`src/rtl/jam_cost_responder.sv`:
```
// Worker/job cost responder: an 8x8 table of 7-bit costs, filled by a row-major
// valid/ready load stream and read combinationally by the assignment initiator.
module jam_cost_responder #(
    parameter int CNT_W = 16
) (
    input  logic             CLK,
    input  logic             RST_N,
    input  logic             LD_START,
    input  logic             LD_VALID,
    output logic             LD_READY,
    input  logic [6:0]       LD_DATA,
    input  logic             LD_LAST,
    input  logic [2:0]       W,
    input  logic [2:0]       J,
    output logic [6:0]       Cost,
    output logic             TBL_READY,
    output logic             LD_ERR,
    output logic [CNT_W-1:0] RD_COUNT,
    output logic [1:0]       fsm_state
);

    localparam logic [1:0] EMPTY = 2'd0;
    localparam logic [1:0] LOAD  = 2'd1;
    localparam logic [1:0] READY = 2'd2;

    // Load handshake: a beat is transferred on a rising edge where LD_VALID and
    // LD_READY are both high; LD_READY depends only on state, never on LD_VALID.
    logic [1:0]       state;
    logic [5:0]       ptr;
    logic             ld_err;
    logic [CNT_W-1:0] rd_count;
    logic [5:0]       prev_addr;
    logic [6:0]       mem [64];

    logic       xfer;
    logic       wr_en;
    logic [5:0] addr;

    assign addr      = {W, J};
    assign xfer      = (state == LOAD) && LD_VALID;
    // A restart in the same cycle as a beat drops that beat.
    assign wr_en     = xfer && !LD_START;

    assign LD_READY  = (state == LOAD);
    assign TBL_READY = (state == READY);
    assign LD_ERR    = ld_err;
    assign RD_COUNT  = rd_count;
    assign fsm_state = state;

    // Zero-latency lookup: the initiator samples Cost one edge after changing W/J.
    assign Cost = TBL_READY ? mem[addr] : 7'd0;

    always_ff @(posedge CLK) begin
        if (wr_en) begin
            mem[ptr] <= LD_DATA;
        end
    end

    always_ff @(posedge CLK or negedge RST_N) begin
        if (!RST_N) begin
            state     <= EMPTY;
            ptr       <= 6'd0;
            ld_err    <= 1'b0;
            rd_count  <= '0;
            prev_addr <= 6'd0;
        end else begin
            prev_addr <= addr;
            if (LD_START) begin
                state    <= LOAD;
                ptr      <= 6'd0;
                ld_err   <= 1'b0;
                rd_count <= '0;
            end else begin
                case (state)
                    LOAD: begin
                        if (xfer) begin
                            if (LD_LAST && (ptr == 6'd63)) begin
                                state <= READY;
                                ptr   <= 6'd0;
                            end else if (LD_LAST || (ptr == 6'd63)) begin
                                // Early end or overrun: data stays, table is not usable.
                                state  <= EMPTY;
                                ld_err <= 1'b1;
                                ptr    <= 6'd0;
                            end else begin
                                ptr <= ptr + 6'd1;
                            end
                        end
                    end
                    READY: begin
                        if ((addr != prev_addr) && (rd_count != {CNT_W{1'b1}})) begin
                            rd_count <= rd_count + CNT_W'(1);
                        end
                    end
                    default: begin
                        state <= EMPTY;
                    end
                endcase
            end
        end
    end

endmodule

```
`config.mk`:
```
export PLATFORM = sky130hd
export DESIGN_NAME = jam_cost_responder
export DESIGN_NICKNAME = d
export VERILOG_FILES = /design/src/rtl/jam_cost_responder.sv
export SDC_FILE = /design/constraint.sdc
export NUM_CORES = 1
export LEC_CHECK = 0
export ABC_AREA = 0
export CAP_MARGIN = 20
export CELL_PAD_IN_SITES_DETAIL_PLACEMENT = 0
export CELL_PAD_IN_SITES_GLOBAL_PLACEMENT = 2
export CORE_UTILIZATION = 52
export DETAILED_ROUTE_END_ITERATION = 12
export HOLD_SLACK_MARGIN = 0.08
export PLACE_DENSITY = 0.81
export SLEW_MARGIN = 10
export SYNTH_ARGS = -nofsm -noshare
export SYNTH_HDL_FRONTEND = slang
export SYNTH_SLANG_ARGS = --single-unit
```
`constraint.sdc`:
```
create_clock -name CLK -period 4.6 [get_ports CLK]
set_input_delay 0.92 -clock CLK [delete_from_list [all_inputs] [get_ports CLK]]
set_output_delay 0.92 -clock CLK [all_outputs]
set_load 0.02 [all_outputs]
```
==> Yosys cells after proc, flatten, opt, wreduce, memory -nomap -nowiden <==
Memory sizes are Yosys's and may differ from the RTL's.
Cells that the tools add are included.
{ "op_classes": {"add_sub_neg": 2, "n_mul": 0, "div": 0, "n_lt_le_gt_ge": 0, "n_eq_ne": 9, "shift": 0, "mux": 21, "bitwise": 0, "reduce_logical": 15} }
{ "ops": {"columns": ["cell", "n"], "rows": [
  ["$mux W16", 3],
  ["$mux W6", 5],
  ["$add A16 B1 Y16 const B", 1],
  ["$ne A16 B16 Y1 const B", 1],
  ["$reduce_bool A2 Y1", 5],
  ["$mux W2", 4],
  ["$mux W1", 7],
  ["$mux W7", 1],
  ["$add A6 B1 Y6 const B", 1],
  ["$eq A6 B6 Y1 const B", 1],
  ["$ne A6 B6 Y1", 1],
  ["$logic_and A1 B1 Y1", 4],
  ["$ne A2 B2 Y1 const B", 2],
  ["$ne A4 B2 Y1 const B", 1],
  ["$pmux W2 S2", 1],
  ["$reduce_and A2 Y1", 2],
  ["$reduce_and A4 Y1", 1],
  ["$ne A3 B2 Y1 const B", 1],
  ["$reduce_and A3 Y1", 1],
  ["$eq A2 B1 Y1 const B", 1],
  ["$eq A2 B2 Y1 const B", 1],
  ["$logic_not A1 Y1", 1],
  ["$logic_or A1 B1 Y1", 1]
]} }
{ "word_totals": {"register_bits": 31, "latch_bits": 0, "mem_bits_rw": 448, "romBits": 0, "input_bits": 18, "elab_cells": 53, "n_memories": 1} }
{ "memory_table": {"columns": ["name", "depth", "word_bits", "read_ports", "rd_ports_with_merged_regs", "wr", "line", "source"], "rows": [
  ["mem", 64, 7, 1, 0, 1, "33", "logic [6:0] mem [64];"]
]} }

==> Longest topological paths before layout <==
Gate-level depths: netlist (run 1).
{ "depth": {"word_depth": 7, "ltp_mapped": 10, "depth_no_buf": 7} }

==> Least setup slack after synthesis (run 1) <==
No wires, ideal clock.
{ "synth_path": {"path_kind": "input-to-output", "start": "in J[0]", "end": "out Cost[6]", "t_arrival_ns": 2.798, "setup_slack_ns": 0.882, "path_stages": 9, "cell_sequence": "buf_6 -> buf_12 -> buf_12 -> buf_4 -> buf_4 -> buf_2 -> nand2_1 -> o22ai_1 -> o41ai_1"} }
{ "synth_between": {"elab_chain_len": 2} }
{ "synth_lines": {"columns": ["item", "line", "source"], "rows": [
  ["start: declaration", "14", "input logic [2:0] J,"],
  ["$mem_v2 Z64 W7", null, null],
  ["$mux W7", "51", "assign Cost = TBL_READY ? mem[addr] : 7'd0;"],
  ["end: declaration", "15", "output logic [6:0] Cost,"]
]} }
Every way passes these cells.

==> Worst setup path after layout (run 1) <==
{ "layout_path": {"start": "in W[0]", "end": "out Cost[1]"} }
{ "layout_between": {"elab_chain_len": 2} }
{ "layout_lines": {"columns": ["item", "line", "source"], "rows": [
  ["start: declaration", "13", "input logic [2:0] W,"],
  ["$mem_v2 Z64 W7", null, null],
  ["$mux W7", "51", null]
]} }
Every way passes these cells.

==> run summary, run 1 <==
Yosys top cell by area - edfxtp_1
Reg-to-reg startpoint - fsm_state[1]$_DFFE_PN0P_
Worst-path clk slew - 0.06 ns
CTS tree - yes
Seq. cell area - 14230 sq um
H-tree levels - 2
Sequential-to-total area share from yosys stat - 74.17%
Cts bufs inserted - 48
Slew @ Worst Pin - 0.8062 ns
Critical path origin - W[0]
Synth Register Bits - 479
Row count - 69
Ranking of synthesized cells by area - edfxtp_1 (70%), mux4_2 (11%), dfrtp_1 (4.0%), mux4_1 (2.3%), nor2_1 (2.0%)
EDFF count, synth - 448
Leak - 7.209 nW
Slew Viols, Final - 0
DRT iter0 DRCs - 913
Core Footprint - 35910 sq um
Post-synth top area share - 70.13%
Max Root-Sink Buffers - 3
Nets - 1138
Remaining DRCs - 0
Post-Syn Area - 19180 sq um
Worst slew margin - 46.11%
CP max-delay cell - clkdlybuf4s50_1
Port-buffer cells - 45
Critical path cell sequence - clkdlybuf4s50_1 > nor2_1 > nand2_1 > o22ai_1 > nor4_1 > o21ai_0 > o21ai_0 > clkdlybuf4s50_1
Fillers - 2580
Post-CTS Hold Fix Bufs - 0
Worst setup EP type - output port
Delay-heaviest family, CP - buffers and inverters
Pwr Density - 401.0 nW/um^2
Ys flop type - edfxtp_1
Crit path buffers/inverters - 2
Status - finished clean
Avg Cell Area, Syn - 19.36 sq um
Final RePlAce weighted congestion - 0.8462
CP required - 3.68 ns
Non-filler cells, final - 1619
Unrepaired setup endpoints after global routing - false
Hold path start - LD_ERR$_DFFE_PN0P_
Post-Synthesis Cells - 991
IO Pins - 46
Vias in the first global route - 9786
Routed vias - 9790
CP arrival - 3.57 ns
Root Buffer - clkbuf_16
Critical Path Max Stage Delay - 0.62 ns
Largest net degree at the start of global routing - 65
Setup TNS - 0 ns
Die ar. - 37660 sq um
Initial antenna violation count - 2
Netlist cell types - 56
Die width - 194.1 um
Area of the multi-input gates - 4587 sq um
First-pass GRT wire length - 64.66 mm
Sink Count - 479
Critical setup path kind - in -> out
1st-pass router iterations - 6
Worst setup SP type - primary input
Post-Route WL - 43.27 mm
Vias per cell - 6.047
Total GRT Usage - 23.79%
Final hold viol count - 0
FFs w/ async S/R, synth - 6.472%
Post-CTS Setup Inserts - 0
Period utilization - 97.59%
# setup viols final - 0
Skew-Pair Late Insertion Delay - 0.58 ns
Post-cts gate resize count - 0
Share of cells above drive strength 1 - 22.47%
Placed Cells - 1525
Post-layout minimum cycle time - 4.489 ns
HP Class - reg -> reg
Layout area overhead - 14.89%
Crit Path Max Fanout - 7
Syn nets - 1011
Max Cap Viol - 0
Congestion Overflow GR - 0
Starting Density - 53.41%
Dpl hpwl - 27.05 mm
Peak VDD IR - 297.6 uV
FMAX - 0.2228 GHz
Avg WL per Cell - 26.72 um
Worst Skew - 0.02731 ns
Yosys warns - 0
Die Height - 194.1 um
Final ANT Viol Nets - 0
==> layer usage <==
| layer | track usage, % | routed length [um] | vias to the layer above |
|---|---|---|---|
| li1 | - | - | 4293 |
| met1 | 33.68 | 18600 | 5095 |
| met2 | 37.18 | 20550 | 318 |
| met3 | 4.122 | 2725 | 82 |
| met4 | 9.465 | 1375 | 2 |
| met5 | 0 | 16 | - |
==> cell usage in the layout (no fill, tap or decap), types with 11 or more instances in the layout <==
master and instances:
edfxtp_1 448, buf_4 78, o22ai_1 11, dfrtp_1 31, clkdlybuf4s50_1 35, mux4_2 90
mux2i_1 33, a21oi_1 14, mux4_1 17, nand2_1 31, clkinv_1 12, clkbuf_16 49
nor2_1 100, xnor2_1 14, clkbuf_1 13, o21ai_0 11, nor2b_1 18
==> cells by family (layout without fill, tap and decap cells) <==
logic type               after synthesis  in the layout  synth area share (%)
multiplexers                         143            143                 14.79
flip-flops                           479            479                 74.17
AO/OA/AOI/OAI                         79             79                 2.779
adder cells (fa/ha/maj)                2              2                0.1304
XOR/XNOR                              20             20                0.9131
AND/OR/NAND/NOR                      212            212                 5.296
other                                  0              1                     0
buffers and inverters                 56            222                 1.918
==> through the flow <==
step | power (mW) | setup slack, ns | instance area, sq um | util (%) | hold slack (ns)
CTS | 8.891 | 0.07951 | 21950 | 61.13 | 0.5083
finish | 8.837 | 0.1107 | 22040 | 61.37 | 0.5004
global placement | 5.278 | 0.05173 | 20490 | 57.06 | 0.4933
global route | 9.081 | 0.001780 | 22040 | 61.37 | 0.5293
detailed placement | 5.282 | 0.08814 | 20490 | 57.06 | 0.4899
floorplan | 5.095 | 0.8818 | 19180 | - | 0.5619
==> cell type report <==
type	count	area share, %
clock buffers	64	5.910
well taps	461	2.617
multi-input cells	456	20.81
diodes	1	0.01135
repair buffers	131	5.336
clock inverters	25	0.7210
flip-flops and latches	479	64.56
inverters	2	0.03406
==> flip-flops by register name, indices dropped and copies added, names as in the netlist <==
signal and count:
LD_ERR 1, ptr 6, mem 448, fsm_state 2, prev_addr 6, RD_COUNT 16
==> tightest hold or removal path: stages, from the launching register on <==
cell,delay [ns]
dfrtp_1,0.35
a21oi_1,0.04
nor2_1,0.07
==> final timing paths <==
path | cells past startpoint | to | slack [ns]
max in group asynchronous | 2 | prev_addr[3]$_DFF_PN0_ | 3.52
hold / removal | 2 | LD_ERR$_DFFE_PN0P_ | 0.50
min in group asynchronous | 2 | RD_COUNT[12]$_DFFE_PN0P_ | 0.76
setup / recovery | 8 | Cost[1] | 0.11
hold reg to reg | 2 | LD_ERR$_DFFE_PN0P_ | 0.50
setup reg to reg | 5 | mem[45][4]$_DFFE_PP_ | 1.60
==> Yosys cell counts (3+ instances only) <==
cell      count
a31oi_1       3
buf_2         6
a22oi_1       4
a22o_1        3
nand2b_1      4
or3_1         6
o221ai_1      3
o21ai_0      11
mux2i_1      33
nor3_1        8
buf_12        3
buf_4        17
o22ai_1      11
a221oi_1      4
xor2_1        6
nand2_1      31
or2_2         3
nand3_1       9
dfrtp_1      31
a21oi_1      14
o211ai_1      6
mux2_2        3
nor2b_1      18
nor2_1      100
xnor2_1      14
mux4_2       90
mux4_1       17
a211oi_1      9
edfxtp_1    448
nand3b_1      5
nor4_1        6
nor3b_1       4
nand4_1       6
clkbuf_1     22
buf_6         5
and2_1        3
==> power by group <==
part           total [mW]  switching [mW]  internal (mW)
Combinational       0.418           0.250          0.168
Clock                3.64            1.59           2.05
Sequential           4.78         0.00379           4.77
Total                8.84            1.85           6.99
No activity file was read; power rests on OpenSTA's default activity.
==> run 2: changes to the inputs <==
Settings changed: CTS_CLUSTER_DIAMETER set to 50.
==> run summary, run 2 (synthesis gave the netlist of run 1 again) <==
Status - finished clean
Net Sw Frac - 21.08% (+0.17 points)
Clock power share - 41.6% (+0.4 points)
Skew-Pair Late Insertion Delay - 0.58 ns (about the same)
Critical path origin - J[0]
Critical path cell sequence - clkbuf_8 > buf_12 > buf_4 > mux4_2 > mux2i_1 > a211oi_1 > a22o_1 > clkdlybuf4s50_1
Root Buffer - clkbuf_16
Unrepaired setup endpoints after global routing - false
Post-layout minimum cycle time - 4.436 ns (-0.05367 ns)
HP Class - reg -> reg
Met1 Use GR - 34.26% (+0.58 points)
Worst setup SP type - primary input
Commonest non-fill, non-tap cells in the layout - edfxtp_1 (448), nor2_1 (100), mux4_2 (90), buf_4 (78), clkbuf_16 (50)
Core Footprint - 35910 sq um (unchanged)
Post-Route WL - 43.22 mm (-0.11%)
Max Root-Sink Buffers - 3 (unchanged)
CP required - 3.68 ns (about the same)
Dpl hpwl - 27.05 mm (unchanged)
Final hold viol count - 0 (unchanged)
Total GRT Usage - 23.86% (+0.069 points)
Initial antenna violation count - 1 (-1)
R2r setup slk - 1.61 ns (about the same)
Row count - 69 (unchanged)
Leak - 7.220 nW (+0.16%)
Fillers - 2577 (-0.12%)
Vias in the first global route - 9787 (+0.010%)
Worst-path clk slew - 0.06 ns (about the same)
IO Pins - 46 (unchanged)
P_sw - 1.875 mW (+1.5%)
Slew Viols, Final - 0 (unchanged)
Reg2Reg Capture Point - mem[45][6]$_DFFE_PP_
Largest net degree at the start of global routing - 65 (unchanged)
Power Total - 8.894 mW (+0.64%)
Crit Path Max Fanout - 34 (+27)
Slew @ Worst Pin - 0.8266 ns (+0.02042 ns)
Cell count of the worst hold path - 2 (unchanged)
CP arrival - 3.52 ns (-0.05 ns)
Congestion Overflow GR - 0 (unchanged)
Remaining DRCs - 0 (unchanged)
H-tree levels - 2 (unchanged)
Vias per cell - 6.054 (+0.12%)
CP max-delay cell - clkdlybuf4s50_1
Crit path capture - Cost[3]
Cts bufs inserted - 50 (+4.2%)
Max reg flops - 448 (unchanged)
Critical setup path kind - in -> out
# setup viols final - 0 (unchanged)
Worst setup EP type - output port
Delay-heaviest family, CP - buffers and inverters
Seq pwr share - 53.7% (-0.3 points)
Non-filler cells, final - 1620 (+0.062%)
Global routing usage on met3 - 3.496% (-0.63 points)
Nets - 1140 (+0.18%)
Reg2Reg Depth - 5 (unchanged)
Top reg by flops - mem
First-pass GRT wire length - 65.02 mm (+0.56%)
Worst Skew - 0.01398 ns (-0.01332 ns)
Placed Cells - 1525 (unchanged)
Avg WL per Cell - 26.68 um (-0.17%)
Comb power frac - 4.7% (about the same)
Share of cells above drive strength 1 - 22.97% (+0.50 points)
Layout area overhead - 15.13%
Starting Density - 53.41% (unchanged)
Peak VDD IR - 326.0 uV (+9.6%)
Critical Path Max Stage Delay - 0.55 ns (-0.07 ns)
Routed vias - 9808 (+0.18%)
Port-buffer cells - 45 (unchanged)
Setup TNS - 0 ns (unchanged)
Worst slew margin - 44.74% (-1.4 points)
Commonest non-fill, non-tap cell in the layout - edfxtp_1
Worst path depth - 8 (unchanged)
Die Height - 194.1 um (unchanged)
Pwr Density - 402.7 nW/um^2 (+0.43%)
Die width - 194.1 um (unchanged)
Reg-to-reg startpoint - fsm_state[1]$_DFFE_PN0P_
Internal Pwr Total - 7.018 mW (+0.42%)
DRT iter0 DRCs - 968 (+6.0%)
Met2 Usage GRT - 37.88% (+0.69 points)
FMAX - 0.2254 GHz (+1.2%)
Grt peak-use layer - met2
Crit path buffers/inverters - 4 (+2)
Period utilization - 96.43% (-1.2 points)
Core Util, Final - 61.50% (+0.13 points)
Final RePlAce weighted congestion - 0.8462 (unchanged)
Max Cap Viol - 0 (unchanged)
Sink Count - 479 (unchanged)
Die ar. - 37660 sq um (unchanged)
CTS tree - yes
Final ANT Viol Nets - 0 (unchanged)
1st-pass router iterations - 7 (+1)
==> run 2: changes by cell type in the layout (fill, tap and decap cells not counted) <==
cell,previous run,this run
clkinv_1,12,10
inv_8,0,1
clkinv_8,0,1
inv_6,3,2
clkinvlp_4,2,6
clkbuf_16,49,50
clkbuf_8,3,2
clkbuf_1,13,10
clkinv_2,5,6
==> run 2: cell type report <==
type / count / area [sq um] / share of cell area, %
Clock inverter: 29 / 205.2 / 0.9291
Antenna cell: 1 / 2.502 / 0.01133
Inverter: 2 / 7.507 / 0.03399
Sequential cell: 479 / 14230 / 64.42
Tap cell: 461 / 576.8 / 2.612
Clock buffer: 61 / 1303 / 5.897
Multi-Input combinational cell: 456 / 4587 / 20.77
Timing Repair Buffer: 131 / 1176 / 5.325
==> run 2: how the worst min path moves through the flow <==
stage,start,to
finish,LD_ERR$_DFFE_PN0P_,LD_ERR$_DFFE_PN0P_
global route,LD_ERR$_DFFE_PN0P_,LD_ERR$_DFFE_PN0P_
CTS,LD_ERR$_DFFE_PN0P_,LD_ERR$_DFFE_PN0P_
detailed placement,LD_ERR$_DFFE_PN0P_,LD_ERR$_DFFE_PN0P_
global placement,LD_ERR$_DFFE_PN0P_,LD_ERR$_DFFE_PN0P_
floorplan,ptr[0]$_DFFE_PN0P_,ptr[0]$_DFFE_PN0P_
==> run 2: power groups by stage <==
stage / registers, mW / logic (mW) / clock network (mW)
final: 4.78 / 0.416 / 3.70
after global routing: 4.77 / 0.445 / 3.93
after CTS: 4.78 / 0.415 / 3.76
after detailed placement: 4.87 / 0.414 / 0
after global placement: 4.87 / 0.410 / 0
after floorplan: 4.87 / 0.227 / 0
==> run 2: metal layers <==
metal  vias to the layer above  wire length, um
met2                       348            20880
met5                         -                0
met4                         0             1133
li1                       4298                -
met1                      5091            18510
met3                        71             2690
==> run 2: metrics by stage <==
step | area (sq um) | setup WS (ns) | hold WS (ns)
final | 22090 | 0.1644 | 0.5002
after global routing | 22090 | 0.0009694 | 0.5285
after CTS | 22000 | 0.08033 | 0.5079
after detailed placement | 20490 | 0.08814 | 0.4899
after global placement | 20490 | 0.05173 | 0.4933
after floorplan | 19180 | 0.8818 | 0.5619
==> run 2: tightest hold or removal path: stages, from the launching register on <==
cell and delay (ns):
dfrtp_1 0.34, a21oi_1 0.04, nor2_1 0.07
==> run 2: repair_timing <==
action	in CTS	in global routing
endpoints found under the setup margin	0	1
resized for setup	0	1
hold buffers	0	0
buffers inserted	0	0
==> run 3: changes to the inputs <==
Settings changed: SLEW_MARGIN 10 to 0.
==> run summary, run 3 (synthesis gave the netlist of run 1 again) <==
IO Pins - 46 (unchanged)
Commonest non-fill, non-tap cell in the layout - edfxtp_1
Comb power frac - 4.7% (about the same)
Critical path cell sequence - clkdlybuf4s50_1 > nor2_1 > nand2_1 > o22ai_1 > nor4_1 > o21ai_0 > o21ai_0 > clkdlybuf4s50_1
Pwr Density - 402.6 nW/um^2 (about the same)
1st-pass router iterations - 5 (-2)
Critical Path Max Stage Delay - 0.61 ns (+0.06 ns)
Leak - 7.220 nW (unchanged)
Skew-Pair Late Insertion Delay - 0.58 ns (about the same)
H-tree levels - 2 (unchanged)
Worst-path clk slew - 0.06 ns (about the same)
Post-layout minimum cycle time - 4.456 ns (+0.02052 ns)
Internal Pwr Total - 7.019 mW (about the same)
Port-buffer cells - 45 (unchanged)
Net Sw Frac - 21.06% (about the same)
Dpl hpwl - 27.05 mm (unchanged)
Peak VDD IR - 327.2 uV (+0.36%)
Initial antenna violation count - 1 (unchanged)
Post-Route WL - 43.10 mm (-0.27%)
Seq pwr share - 53.7% (about the same)
Slew @ Worst Pin - 0.8045 ns (-0.02213 ns)
CP required - 3.68 ns (about the same)
Vias in the first global route - 9787 (unchanged)
Unrepaired setup endpoints after global routing - false
Core Footprint - 35910 sq um (unchanged)
Max Root-Sink Buffers - 3 (unchanged)
Max Cap Viol - 0 (unchanged)
Period utilization - 96.87% (+0.45 points)
Row count - 69 (unchanged)
Post-CTS Setup Inserts - 0 (unchanged)
Final hold viol count - 0 (unchanged)
Post-route cell area - 22090 sq um (unchanged)
Placed inst area - 20490 sq um (unchanged)
HP Class - reg -> reg
Die ar. - 37660 sq um (unchanged)
Starting Density - 53.41% (unchanged)
Layout area overhead - 15.13% (unchanged)
# setup viols final - 0 (unchanged)
Total GRT Usage - 23.86% (unchanged)
Worst Skew - 0.01596 ns (+0.001977 ns)
Final ANT Viol Nets - 0 (unchanged)
Status - finished clean
First-pass GRT wire length - 65.02 mm (unchanged)
Clock power share - 41.6% (about the same)
P_sw - 1.873 mW (-0.11%)
Setup TNS - 0 ns (unchanged)
Critical setup path kind - in -> out
Power Total - 8.892 mW (about the same)
Root Buffer - clkbuf_16
Top reg by flops - mem
Die Height - 194.1 um (unchanged)
Remaining DRCs - 0 (unchanged)
Worst slew margin - 46.22% (+1.5 points)
Slew Viols, Final - 0 (unchanged)
Crit Path Max Fanout - 7 (-79%)
Worst setup EP type - output port
Nets - 1140 (unchanged)
Vias per cell - 6.038 (-0.28%)
CP max-delay cell - clkdlybuf4s50_1
Cts bufs inserted - 50 (unchanged)
FMAX - 0.2244 GHz (-0.46%)
Commonest non-fill, non-tap cells in the layout - edfxtp_1 (448), nor2_1 (100), mux4_2 (90), buf_4 (78), clkbuf_16 (50)
Share of cells above drive strength 1 - 22.97% (unchanged)
Routed vias - 9781 (-0.28%)
Die width - 194.1 um (unchanged)
Final RePlAce weighted congestion - 0.8462 (unchanged)
Congestion Overflow GR - 0 (unchanged)
CTS tree - yes
CP arrival - 3.54 ns (+0.02 ns)
Max reg flops - 448 (unchanged)
Avg WL per Cell - 26.61 um (-0.27%)
Largest net degree at the start of global routing - 65 (unchanged)
Worst setup SP type - primary input
DRT iter0 DRCs - 953 (-1.5%)
Sink Count - 479 (unchanged)
==> run 3: cell counts in the layout (fill, tap and decap cells not counted) <==
Identical to the previous run, type by type.
==> run 3: repair_timing <==
| item | 4_1_cts | 5_1_grt |
|---|---|---|
| hold buffers | 0 | 0 |
| endpoints found under the setup margin | 0 | 1 |
| resized for setup | 0 | 1 |
==> run 3: layer usage <==
layer	vias to the layer above	routed length, um	track usage (%)
li1	4299	-	-
met1	5073	18510	34.26
met2	337	20860	37.88
met3	72	2588	3.496
met4	0	1135	8.142
met5	-	0	0
==> run 3: final timing paths <==
path                                          start                        to  slack [ns]  depth (start not counted)
max                                            W[0]                   Cost[1]        0.14                          8
min                              LD_ERR$_DFFE_PN0P_        LD_ERR$_DFFE_PN0P_        0.50                          2
max reg2reg                fsm_state[1]$_DFFE_PN0P_      mem[45][6]$_DFFE_PP_        1.57                          5
min reg2reg                      LD_ERR$_DFFE_PN0P_        LD_ERR$_DFFE_PN0P_        0.50                          2
max in group asynchronous                     RST_N        ptr[2]$_DFFE_PN0P_        3.54                          2
min in group asynchronous                     RST_N  RD_COUNT[12]$_DFFE_PN0P_        0.75                          2
==> run 3: power groups by stage <==
| stage | combinational [mW] | sequential, mW | clock [mW] |
|---|---|---|---|
| after floorplan | 0.227 | 4.87 | 0 |
| after global placement | 0.410 | 4.87 | 0 |
| after detailed placement | 0.414 | 4.87 | 0 |
| after CTS | 0.415 | 4.78 | 3.76 |
| after global routing | 0.445 | 4.77 | 3.93 |
| final | 0.416 | 4.78 | 3.70 |
==> run 3: critical path, delay by kind of cell <==
family | cells | cell delay [ns]
simple gates | 3 | 0.79
buf+inv | 2 | 1.20
compound gates | 3 | 0.62
==> run 3: area by class of cell <==
cell class | instances | area [sq um]
flip-flops and latches | 479 | 14230
fillers | 2577 | 13830
multi-input cells | 456 | 4587
clock buffers | 61 | 1303
repair buffers | 131 | 1176
well taps | 461 | 576.8
clock inverters | 29 | 205.2
inverters | 2 | 7.507
diodes | 1 | 2.502
==> run 3: through the flow <==
stage	setup WS, ns	instances	util (%)	hold slack, ns
2_1_floorplan	0.8818	991	-	0.5619
3_3_place_gp	0.05173	1525	57.06	0.4933
3_5_place_dp	0.08814	1525	57.06	0.4899
4_1_cts	0.08033	1615	61.26	0.5079
5_1_grt	0.0009694	1620	61.50	0.5285
6_report	0.1438	1620	61.50	0.5002
